`src/rtl/sorter_pkg.sv`:
```
// Types and constants shared by the bitonic sorter and its output drain.
package sorter_pkg;

    localparam int SORT_N = 8;

    typedef struct packed {
        logic valid;
    } ctrl_t;

    typedef enum logic {
        ST_IDLE,
        ST_STREAM
    } drain_state_t;

    // Requested element count clamped to 1..SORT_N.
    function automatic logic [3:0] eff_k(input logic [3:0] k);
        if (k == 4'd0)
            return 4'd1;
        else if (k > 4'(SORT_N))
            return 4'(SORT_N);
        else
            return k;
    endfunction

endpackage

```
`src/rtl/vec_fifo.sv`:
```
// Small FIFO of whole sorted vectors plus their effective element count.
// The head entry is read combinationally so the drain can stream it the cycle after capture.
module vec_fifo #(
    parameter int DATAWIDTH  = 8,
    parameter int DATALENGTH = 8,
    parameter int DEPTH      = 2
) (
    input  logic                 clk_i,
    input  logic                 rstn_i,
    input  logic                 wr_en_i,
    input  logic [DATAWIDTH-1:0] wr_data_i [DATALENGTH],
    input  logic [3:0]           wr_k_i,
    input  logic                 rd_en_i,
    output logic [DATAWIDTH-1:0] rd_data_o [DATALENGTH],
    output logic [3:0]           rd_k_o,
    output logic                 full_o,
    output logic                 empty_o,
    output logic                 one_o
);

    localparam int AW = $clog2(DEPTH);

    logic [AW:0]          r_wr_ptr;
    logic [AW:0]          r_rd_ptr;
    logic [AW:0]          w_count;
    logic [DATAWIDTH-1:0] r_mem [DEPTH][DATALENGTH];
    logic [3:0]           r_k   [DEPTH];

    // Payload storage carries no reset; only the pointers define occupancy.
    always_ff @(posedge clk_i) begin
        if (wr_en_i) begin
            r_mem[r_wr_ptr[AW-1:0]] <= wr_data_i;
            r_k[r_wr_ptr[AW-1:0]]   <= wr_k_i;
        end
    end

    always_ff @(posedge clk_i or negedge rstn_i) begin
        if (!rstn_i) begin
            r_wr_ptr <= '0;
            r_rd_ptr <= '0;
        end else begin
            if (wr_en_i)
                r_wr_ptr <= r_wr_ptr + 1'b1;
            if (rd_en_i)
                r_rd_ptr <= r_rd_ptr + 1'b1;
        end
    end

    assign w_count   = r_wr_ptr - r_rd_ptr;
    assign rd_data_o = r_mem[r_rd_ptr[AW-1:0]];
    assign rd_k_o    = r_k[r_rd_ptr[AW-1:0]];
    assign empty_o   = (r_wr_ptr == r_rd_ptr);
    assign full_o    = (r_wr_ptr[AW] != r_rd_ptr[AW]) &&
                       (r_wr_ptr[AW-1:0] == r_rd_ptr[AW-1:0]);
    assign one_o     = (w_count == (AW+1)'(1));

endmodule

```
`src/rtl/bitonic_8_drain.sv`:
```
// Serializes sorted vectors from the bitonic backend, emitting the leading k elements
// of each vector one per transfer; vectors arriving while the buffer is full are dropped.
module bitonic_8_drain
    import sorter_pkg::*;
#(
    parameter int DATAWIDTH  = 8,
    parameter int DATALENGTH = SORT_N,
    parameter int DEPTH      = 2
) (
    input  logic                 clk_i,
    input  logic                 rstn_i,
    input  ctrl_t                ctrl_i,
    input  logic [DATAWIDTH-1:0] x_i [DATALENGTH],
    input  logic [3:0]           k_i,
    input  logic                 clr_i,
    input  logic                 ready_i,
    output logic [DATAWIDTH-1:0] y_o,
    output logic                 valid_o,
    output logic [2:0]           idx_o,
    output logic                 last_o,
    output logic                 overflow_o,
    output logic                 busy_o
);

    drain_state_t         r_state;
    drain_state_t         w_state_next;
    logic [2:0]           r_idx;
    logic                 r_overflow;
    logic [DATAWIDTH-1:0] w_head [DATALENGTH];
    logic [3:0]           w_head_k;
    logic                 w_full;
    logic                 w_empty;
    logic                 w_one;
    logic                 w_xfer;
    logic                 w_pop;
    logic                 w_capture;
    logic                 w_drop;

    vec_fifo #(
        .DATAWIDTH  (DATAWIDTH),
        .DATALENGTH (DATALENGTH),
        .DEPTH      (DEPTH)
    ) u_fifo (
        .clk_i     (clk_i),
        .rstn_i    (rstn_i),
        .wr_en_i   (w_capture),
        .wr_data_i (x_i),
        .wr_k_i    (eff_k(k_i)),
        .rd_en_i   (w_pop),
        .rd_data_o (w_head),
        .rd_k_o    (w_head_k),
        .full_o    (w_full),
        .empty_o   (w_empty),
        .one_o     (w_one)
    );

    always_comb begin
        w_state_next = r_state;
        valid_o      = (r_state == ST_STREAM);
        y_o          = '0;
        idx_o        = '0;
        last_o       = 1'b0;
        if (valid_o) begin
            y_o    = w_head[r_idx];
            idx_o  = r_idx;
            last_o = ({1'b0, r_idx} == (w_head_k - 4'd1));
        end
        w_xfer = valid_o && ready_i;
        w_pop  = w_xfer && last_o;
        // A full buffer still accepts when its head is leaving this very cycle.
        w_capture = ctrl_i.valid && (!w_full || w_pop);
        w_drop    = ctrl_i.valid && !w_capture;
        case (r_state)
            ST_IDLE:   if (w_capture) w_state_next = ST_STREAM;
            ST_STREAM: if (w_pop && w_one && !w_capture) w_state_next = ST_IDLE;
            default:   w_state_next = ST_IDLE;
        endcase
    end

    always_ff @(posedge clk_i or negedge rstn_i) begin
        if (!rstn_i) begin
            r_state    <= ST_IDLE;
            r_idx      <= '0;
            r_overflow <= 1'b0;
        end else begin
            r_state <= w_state_next;
            if (w_pop)
                r_idx <= '0;
            else if (w_xfer)
                r_idx <= r_idx + 3'd1;
            if (w_drop)
                r_overflow <= 1'b1;
            else if (clr_i)
                r_overflow <= 1'b0;
        end
    end

    assign overflow_o = r_overflow;
    assign busy_o     = !w_empty;

endmodule

```
`config.mk`:
```
export PLATFORM = sky130hd
export DESIGN_NAME = bitonic_8_drain
export DESIGN_NICKNAME = d
export VERILOG_FILES = /design/src/rtl/sorter_pkg.sv /design/src/rtl/vec_fifo.sv /design/src/rtl/bitonic_8_drain.sv
export SDC_FILE = /design/constraint.sdc
export NUM_CORES = 1
export LEC_CHECK = 0
export ABC_AREA = 1
export CAP_MARGIN = 20
export CORE_MARGIN = 1.5
export CORE_UTILIZATION = 54
export CTS_BUF_LIST = sky130_fd_sc_hd__clkbuf_16
export CTS_CLUSTER_DIAMETER = 150
export DETAILED_ROUTE_END_ITERATION = 7
export PLACE_DENSITY = 0.79
export SYNTH_ARGS = -nofsm -noshare
export SYNTH_HDL_FRONTEND = slang
export SYNTH_SLANG_ARGS = --single-unit
```
`constraint.sdc`:
```
create_clock -name clk_i -period 5.45 [get_ports clk_i]
set_input_delay 1.635 -clock clk_i [delete_from_list [all_inputs] [get_ports clk_i]]
set_output_delay 1.635 -clock clk_i [all_outputs]
set_load 0.05 [all_outputs]
```
==> flow_summary.yaml, run 1 <==
logic_synthesis:
  syn_nets: 542
  synth_edf_count: 136
  yosysSeqAreaShare_pct: 71.99
  async_flop_share_pct: 6.207
  synth_top_area_cell: "edfxtp_1"
  syn_area_mm2: 0.005986
  synth-main-ff-cell: "edfxtp_1"
  synth_cells: 466
  yosys_warnings: 0
  synth_area_leaders: "edfxtp_1 68%, o21ai_0 5.7%, nor2_1 4.5%"
  synth_top_area_share_pct: 68.23
  avgSynthCellArea_um2: 12.84
  synth_seq_cells: 145
  synth_cell_types: 31
power:
  p_per_area_mw_per_mm2: 645.4
  switching_share_pct: 38.41
  comb_power_share_pct: 38.9
  power.internal_mw: 3.029
  power_frac_clock_pct: 25.9
  leakagePower_nw: 2.711
  power_switching_mw: 1.889
  seq_power_share_pct: 35.2
  ir_drop_uv: 472.8
layout:
  layout_common_cells: "136 x edfxtp_1, 87 x clkdlybuf4s50_1, 70 x nor2_1"
  instances_no_fill: 706
  drive_gt1_share_pct: 10.07
  mostFrequentLayoutCell: "edfxtp_1"
  antennaDiodeCount: 0
  nets: 629
  num-fill-cells: 749
  final_util_pct: 70.28
  design_area_mm2: 0.007619
  syn_to_final_growth_pct: 27.28
critical_path:
  cp-start-kind: "register"
  worst_path_max_delay_cell: "clkdlybuf4s50_1"
  worstSetupPathType: "register to primary output"
  required_ps: 3820
  crit_family: "buffers and inverters"
  cpPeakStageDelay_ps: 850
  crit_buf_inv: 3
  worstPathMaxFanout: 48
  worst_ep_arrival_time_ps: 3290
  cp_cell_sequence: "inv_6, buf_4, o21ai_0, o221ai_1, nand3_1, a21oi_1, clkdlybuf4s50_1"
  endpoint_kind: "primary output"
floorplanning:
  num_io_pins: 88
  dieArea_mm2: 0.01173
  die_h_um: 108.3
  die_w_um: 108.3
  start_util_pct: 55.22
  core_mm2: 0.01084
  rows: 38
routing:
  drt_iter0_drc: 398
  vias: 4146
  wire_per_inst_um: 19.88
  wirelength_mm: 14.04
  route.met3.wl_um: 858
  route.met2.wl_mm: 7.250
  first_pass_iters: 5
  postRouteAntennaNets: 0
  wl_met1_mm: 5.670
  top_layer: "met4"
  vias_per_cell: 5.873
  drc: 0
timing:
  fmax_ghz: 0.2028
  post-route-min-period_ps: 4930
  slew_viol_final: 0
  finalSetupViolCount: 0
  hold_viol_final: 0
  relSlewSlack_pct: 46.90
  setup_tns_ps: 0
  skew_ps: 4.802
  rsz0062_at_grt: "no"
  fin_crit_sh_pct: 90.46
  tightest_slew_ps: 794.7
grt:
  antenna_found_initial: 0
  grt_max_degree: 56
  grt_pass1_vias: 4131
  grt_usage_pct: 24.99
  grt.overflow.total: 0
  grt_pass1_wl_mm: 21.18
cts:
  ctsHoldBuffers: 0
  root_buffer: "clkbuf_16"
  clkSlewWorstSetupHoldPaths_ps: 60
  cts_made_buffers: 17
  clock_sinks: 145
  clk_latency_ps: 410
  cts_buffer_depth: 2
  cts_tree: "built"
  post_cts_buffers: 0
  cts_resized: 0
  htree_levels: 4
place:
  placedCellCount: 674
  finalWeightedCongestion: 0.8072
  place_area_mm2: 0.006972
  port_buffers: 87
  place_hpwl_mm: 8.725
flow_run:
  maxCapViolations: 0
status:
  status: "completed"
min_path:
  hold_class: "register to register"
power groups by stage:
stage                     sequential [mW]  clock (mW)  combinational [mW]
after global placement               1.73           0                1.84
after global routing                 1.75        1.32                2.06
after floorplan                      1.71           0                1.33
after detailed placement             1.74           0                1.90
final                                1.73        1.27                1.92
after CTS                            1.73        1.28                1.92
worst paths after layout:
check,end,slack (ps),start,depth (start not counted)
setup / recovery,y_o[6],520,u_fifo.r_rd_ptr[0],7
hold / removal,overflow_o,530,overflow_o,2
setup reg to reg,u_fifo.r_mem[1][11],1920,u_fifo.r_rd_ptr[0],14
hold reg to reg,overflow_o,530,overflow_o,2
max in group asynchronous,u_fifo.r_rd_ptr[0],3590,rstn_i,1
min in group asynchronous,overflow_o,1530,rstn_i,1
worst reg2reg max path, stage by stage, from the launching register on:
cell and delay [ps]:
dfrtp_2 650, inv_6 250, nand2_4 160, nand2_4 60
ha_1 300, nand2_1 70, nand2_1 50, nor2_1 120
nand3_2 120, nor2_4 110, nand3_4 140, nand2_4 100
nand2_2 90, nor2_4 620, buf_12 360
layer usage:
layer	vias to the layer above	global-route usage, %
met5	-	0
met4	0	8.929
met3	23	5.244
li1	1882	-
met2	197	41.91
met1	2044	32.48
flip-flops by register name (all words and copies together) (netlist names):
register	cells
u_fifo.r_wr_ptr	2
overflow_o	1
u_fifo.r_rd_ptr	2
u_fifo.r_mem	128
u_fifo.r_k	8
valid_o	1
r_idx	3
kinds of logic after synthesis:
kind of cell               Yosys count  synth area share, %
and+or+nand+nor                    137                10.05
xor gates and xnor gates             5               0.7317
AOI/OAI and AO/OA                  123                12.37
buffers and inverters               53                4.222
DFF                                145                71.99
adders and majority gates            3               0.6272
per-stage QoR:
stage | power (mW) | setup slack [ps] | hold WS, ps
after detailed placement | 3.643 | 978.7 | 524.2
after floorplan | 3.045 | 1097 | 482.4
after global placement | 3.572 | 1046 | 495.2
after CTS | 4.924 | 529.5 | 532.6
final | 4.917 | 520.0 | 527.4
after global routing | 5.136 | 322.3 | 548.5
cell type report:
class / instances / area, um^2 / share of cell area [%]
clock inverters: 15 / 221.5 / 2.907
repair buffers: 94 / 948.4 / 12.45
multi-input cells: 268 / 1431 / 18.79
clock buffers: 17 / 425.4 / 5.584
inverters: 27 / 106.4 / 1.396
flip-flops and latches: 145 / 4310 / 56.58
well taps: 140 / 175.2 / 2.299
Yosys cell counts (3+ instances only):
library cell / count
buf_2: 3
inv_1: 21
buf_4: 6
a21oi_1: 10
nor2_1: 71
nand2_4: 3
o221ai_1: 22
edfxtp_1: 136
o21ai_0: 68
o22ai_1: 9
o211ai_1: 10
nand2_2: 4
nand2_1: 38
nand3_1: 16
clkbuf_1: 13
ha_1: 3
dfrtp_1: 9
inv_2: 5
buf_6: 3
xor2_1: 3
No activity file was read; power rests on OpenSTA's default activity.
==> inputs of run 2 (changes only) <==
- PLACE_DENSITY: 0.79 -> 0.88
==> run 2 against run 1 <==
Effect of this change: power down 7.0%; setup slack improved by 46 ps; utilization decreased by 1.9 points; critical path type unchanged; largest power group unchanged; highest routed layer unchanged.
==> flow_summary.yaml, run 2 (synthesized netlist as in run 1, its figures left out) <==
power:
  p_per_area_mw_per_mm2: 616.9
  leakagePower_nw: 2.620
  ir_drop_uv: 676.0
timing:
  finalSetupViolCount: 0
  slew_viol_final: 0
  fin_crit_sh_pct: 89.61
  setup_tns_ps: 0
  fmax_ghz: 0.2048
  skew_ps: 8.022
  hold_viol_final: 0
  post-route-min-period_ps: 4884
  tightest_slew_ps: 927.9
  rsz0062_at_grt: "no"
  relSlewSlack_pct: 38.14
cts:
  cts_made_buffers: 17
  root_buffer: "clkbuf_16"
  cts_resized: 0
  clock_sinks: 145
  htree_levels: 4
  clk_latency_ps: 420
  post_cts_buffers: 0
  ctsHoldBuffers: 0
  cts_tree: "built"
  clkSlewWorstSetupHoldPaths_ps: 60
  cts_buffer_depth: 2
grt:
  grt_pass1_vias: 4059
  grt.overflow.total: 0
  grt_max_degree: 71
  grt_usage_pct: 24.63
  antenna_found_initial: 0
  grt_pass1_wl_mm: 20.84
critical_path:
  worstSetupPathType: "register to primary output"
  r2r-end: "u_fifo.r_mem[1][14]"
  endpoint_kind: "primary output"
  ff2ff_setup_slack_ps: 2040
  required_ps: 3820
  cp-start-kind: "register"
  worstRegToRegCells: 14
  r2r-start: "u_fifo.r_rd_ptr[0]"
  worstPathMaxFanout: 67
  worst_ep_arrival_time_ps: 3250
layout:
  mostFrequentLayoutCell: "edfxtp_1"
  design_area_mm2: 0.007415
  nets: 627
  drive_gt1_share_pct: 8.897
  syn_to_final_growth_pct: 23.87
  layout_common_cells: "136 x edfxtp_1, 87 x clkdlybuf4s50_1, 70 x nor2_1"
  antennaDiodeCount: 0
  largest_register_ffs: 128
  final_util_pct: 68.40
  num-fill-cells: 751
place:
  port_buffers: 87
  place_area_mm2: 0.006932
  finalWeightedCongestion: 0.8333
  place_hpwl_mm: 8.348
status:
  status: "completed"
min_path:
  worstHoldStart: "overflow_o"
  holdPathEnd: "overflow_o"
  hold_class: "register to register"
  holdPathStages: 2
floorplanning:
  dieArea_mm2: 0.01173
  die_h_um: 108.3
  num_io_pins: 88
  start_util_pct: 55.22
  core_mm2: 0.01084
  die_w_um: 108.3
  rows: 38
flow_run:
  maxCapViolations: 0
routing:
  first_pass_iters: 5
  wire_per_inst_um: 19.33
  vias: 4093
  wirelength_mm: 13.57
  postRouteAntennaNets: 0
  drt_iter0_drc: 430
  vias_per_cell: 5.830
  drc: 0
[run 2: power breakdown]
group	leakage, nW	internal [mW]	switching [mW]
combinational	0.994	0.561	1.32
sequential	1.37	1.60	0.122
clock	0.254	0.557	0.406
[run 2: metrics by stage]
step                setup WS, ps  std cells  power (mW)  hold slack [ps]
floorplan                   1097        466       3.045            482.4
detailed placement          1005        672       3.602            530.6
CTS                        546.8        702       4.573            542.2
global route               355.4        702       4.797            564.7
global placement            1122        672       3.515            496.9
finish                     566.3        702       4.574            532.8
[run 2: per-layer routing]
metal,vias to the layer above,global-route usage (%),wire (um)
li1,1881,-,-
met1,1961,30.94,5080
met2,216,40.51,7052
met3,35,6.329,1152
met4,0,11.18,284
met5,-,0,0
[run 2: critical path, stage by stage, from the launching register on]
cell,delay [ps]
dfrtp_2,480
buf_4,580
o21ai_0,210
o221ai_1,310
nand3_1,160
a21oi_1,220
clkdlybuf4s50_1,840
[run 2: layout make-up]
type                    instances  area [um^2]  area share (%)
clock buffers                  17        425.4           5.737
clock inverters                13        57.56          0.7762
inverters                      27        106.4           1.434
multi-input cells             268         1431           19.30
flip-flops and latches        145         4310           58.13
well taps                     140        175.2           2.362
repair buffers                 92        908.4           12.25
[run 2: how the worst max path moves through the flow]
stage	startpoint	to	slack (ps)	cells after the start
6_report	u_fifo.r_rd_ptr[0]	y_o[4]	570	6
4_1_cts	u_fifo.r_rd_ptr[0]	last_o	550	10
3_5_place_dp	u_fifo.r_rd_ptr[0]	last_o	1000	10
3_3_place_gp	u_fifo.r_rd_ptr[0]	last_o	1120	10
2_1_floorplan	ready_i	u_fifo.r_k[1][0]	1100	6
5_1_grt	u_fifo.r_rd_ptr[0]	last_o	360	10
==> inputs of run 3 (changes only) <==
- CORE_UTILIZATION: 54 -> 55
- PLACE_DENSITY: 0.88 -> 0.89
- SYNTH_HIERARCHICAL: not set -> 1
==> run 3 against run 2 <==
Effect of this change: sequential share of layout area down 4.4 points; register-to-register slack worse by 130 ps; critical path depth up 1; cell count down 2.6%; the run now ends with DRC left; routed wire length down 3.8%; count of clock-buffer cells in the layout unchanged; setup slack better by 95 ps; first-iteration DRC count down 2.8%; non-clock buffer count up 1; power up 10%; sequential power up 5%; final area up 8.3%.
==> flow_summary.yaml, run 3 <==
status:
  status: "complete, but fails checks"
  violations: "DRC"
min_path:
  hold_class: "register to register"
  worstHoldStart: "overflow_o"
  holdPathStages: 2
  holdPathEnd: "overflow_o"
timing:
  slew_viol_final: 0
  fin_crit_sh_pct: 87.87
  post-route-min-period_ps: 4789
  worst_slack_ps: 660.9
  tightest_slew_ps: 946.5
  skew_ps: 6.091
  setup_tns_ps: 0
  fmax_ghz: 0.2088
  finalSetupViolCount: 0
  relSlewSlack_pct: 36.90
  hold_viol_final: 0
  rsz0062_at_grt: "no"
layout:
  drive_gt1_share_pct: 22.00
  largest_register_ffs: 128
  layout_common_cells: "136 x edfxtp_1, 87 x clkdlybuf4s50_1, 68 x mux2_4"
  multi_input_area_mm2: 0.001897
  regArea_mm2: 0.004313
  antennaDiodeCount: 0
  nets: 604
  num-fill-cells: 751
  mostFrequentLayoutCell: "edfxtp_1"
  syn_to_final_growth_pct: 22.77
critical_path:
  ff2ff_setup_slack_ps: 1910
  cp_cell_sequence: "buf_4, mux2_4, o21ai_0, o22ai_1, nand2_1, nand2_1, clkdlybuf4s50_1"
  worst_path_max_delay_cell: "dfrtp_4"
  crit_top_cell: "nand2_1"
  worstSetupPathType: "register to primary output"
  r2r-end: "u_fifo/r_mem[1][23]"
  startpoint: "u_fifo/r_rd_ptr[0]"
  worst_ep_arrival_time_ps: 3150
  r2r-start: "u_fifo/r_rd_ptr[0]"
  worstPathMaxFanout: 25
  endpoint_kind: "primary output"
  cpPeakStageDelay_ps: 720
  worstRegToRegCells: 13
  cp-start-kind: "register"
  required_ps: 3820
logic_synthesis:
  synthXorXnorAreaFrac_pct: 0.6696
  syn_nets: 512
  synth_top_area_share_pct: 62.44
  syn_area_mm2: 0.006540
  synth_cells: 436
  synth_area_leaders: "edfxtp_1 62%, mux2_4 16%, dfrtp_1 3.4%"
  synth_seq_cells: 145
  yosys_warnings: 6
  yosysSeqAreaShare_pct: 65.89
  synth_top_family_by_area: "multiplexers"
  async_flop_share_pct: 6.207
  synth-main-ff-cell: "edfxtp_1"
  avgSynthCellArea_um2: 15.00
  yosys.area_share.simple_pct: 7.595
  synth_top_area_cell: "edfxtp_1"
  synth_mux_area_share_pct: 15.61
  synth_cell_types: 28
  yosys-top-cells-count: "136 x edfxtp_1, 68 x mux2_4, 47 x nand2_1, 38 x nor2_1, 31 x o21ai_0"
  yosys.cell_count.top_type: "edfxtp_1"
  synth-compound-area-share_pct: 4.438
  synth_edf_count: 136
  synthAdderAreaFrac_pct: 0.5739
flow_run:
  maxCapViolations: 0
floorplanning:
  start_util_pct: 56.79
  num_io_pins: 88
  rows: 39
  core_mm2: 0.01152
  dieArea_mm2: 0.01255
  die_w_um: 112.0
  die_h_um: 112.0
cts:
  clock_sinks: 145
  clk_latency_ps: 410
  cts_resized: 0
  root_buffer: "clkbuf_16"
  cts_made_buffers: 17
  post_cts_buffers: 0
  clkSlewWorstSetupHoldPaths_ps: 60
  cts_buffer_depth: 2
  ctsHoldBuffers: 0
  cts_tree: "built"
  htree_levels: 4
routing:
  vias: 3837
  wire_per_inst_um: 19.09
  vias_per_cell: 5.610
  drc: 12
  drt_iter0_drc: 418
  first_pass_iters: 8
  postRouteAntennaNets: 0
  wirelength_mm: 13.06
grt:
  grt_pass1_vias: 4070
  grt_usage_pct: 21.93
  grt_pass1_wl_mm: 20.56
  antenna_found_initial: 0
  grt.overflow.total: 0
  grt_max_degree: 69
place:
  dp_slack_ps: 1106
  finalWeightedCongestion: 0.8169
  place_hpwl_mm: 8.651
  port_buffers: 87
power:
  total_power_mw: 5.045
  ir_drop_uv: 267.6
  p_per_area_mw_per_mm2: 628.3
  leakagePower_nw: 3.111
==> run 3: power by group <==
part,internal (mW),switching [mW]
clock,0.714,0.426
combinational,0.873,1.23
sequential,1.60,0.202
==> run 3: worst max-delay path, delay by kind of cell, from the launching register on <==
kind | cells | cell delay [ps]
compound gates | 2 | 390
buf+inv | 2 | 1110
flops | 1 | 720
mux | 1 | 330
simple gates | 2 | 190
==> run 3: final cells by class <==
cell class	count	area share, %
Sequential cell	145	53.72
Multi-Input combinational cell	241	23.62
Timing Repair Buffer	93	11.56
Clock buffer	17	5.298
Tap cell	143	2.228
Clock inverter	15	2.104
Inverter	30	1.465
==> run 3: kinds of logic (layout without fill, tap and decap cells) <==
kind of cell / Yosys count / after routing
DFF: 145 / 145
adders and majority gates: 3 / 3
AOI/OAI and AO/OA: 54 / 54
buffers and inverters: 50 / 155
and+or+nand+nor: 111 / 111
muxes: 68 / 68
xor gates and xnor gates: 5 / 5
==> run 3: worst max path at each step <==
stage	end
2_1_floorplan	u_fifo/r_k[0][0]
3_3_place_gp	last_o
3_5_place_dp	last_o
4_1_cts	y_o[4]
5_1_grt	last_o
6_report	y_o[4]
==> run 3: stage by stage <==
step / cells / cell area (um^2) / util (%) / hold slack (ps)
2_1_floorplan: 436 / 6543 / - / 499.3
3_3_place_gp: 652 / 7435 / 64.56 / 464.3
3_5_place_dp: 652 / 7435 / 64.56 / 487.4
4_1_cts: 684 / 8029 / 69.72 / 501.9
5_1_grt: 684 / 8029 / 69.72 / 520.3
6_report: 684 / 8029 / 69.72 / 489.7
==> run 3: routing by layer <==
metal | vias to the layer above | wire length, um | track usage (%) | share of wire, %
met4 | 0 | 313 | 8.945 | 2.4
li1 | 1765 | - | - | -
met1 | 1877 | 5007 | 26.41 | 38
met5 | - | 0 | 0 | 0
met3 | 24 | 914 | 5.130 | 7.0
met2 | 171 | 6823 | 38.44 | 52
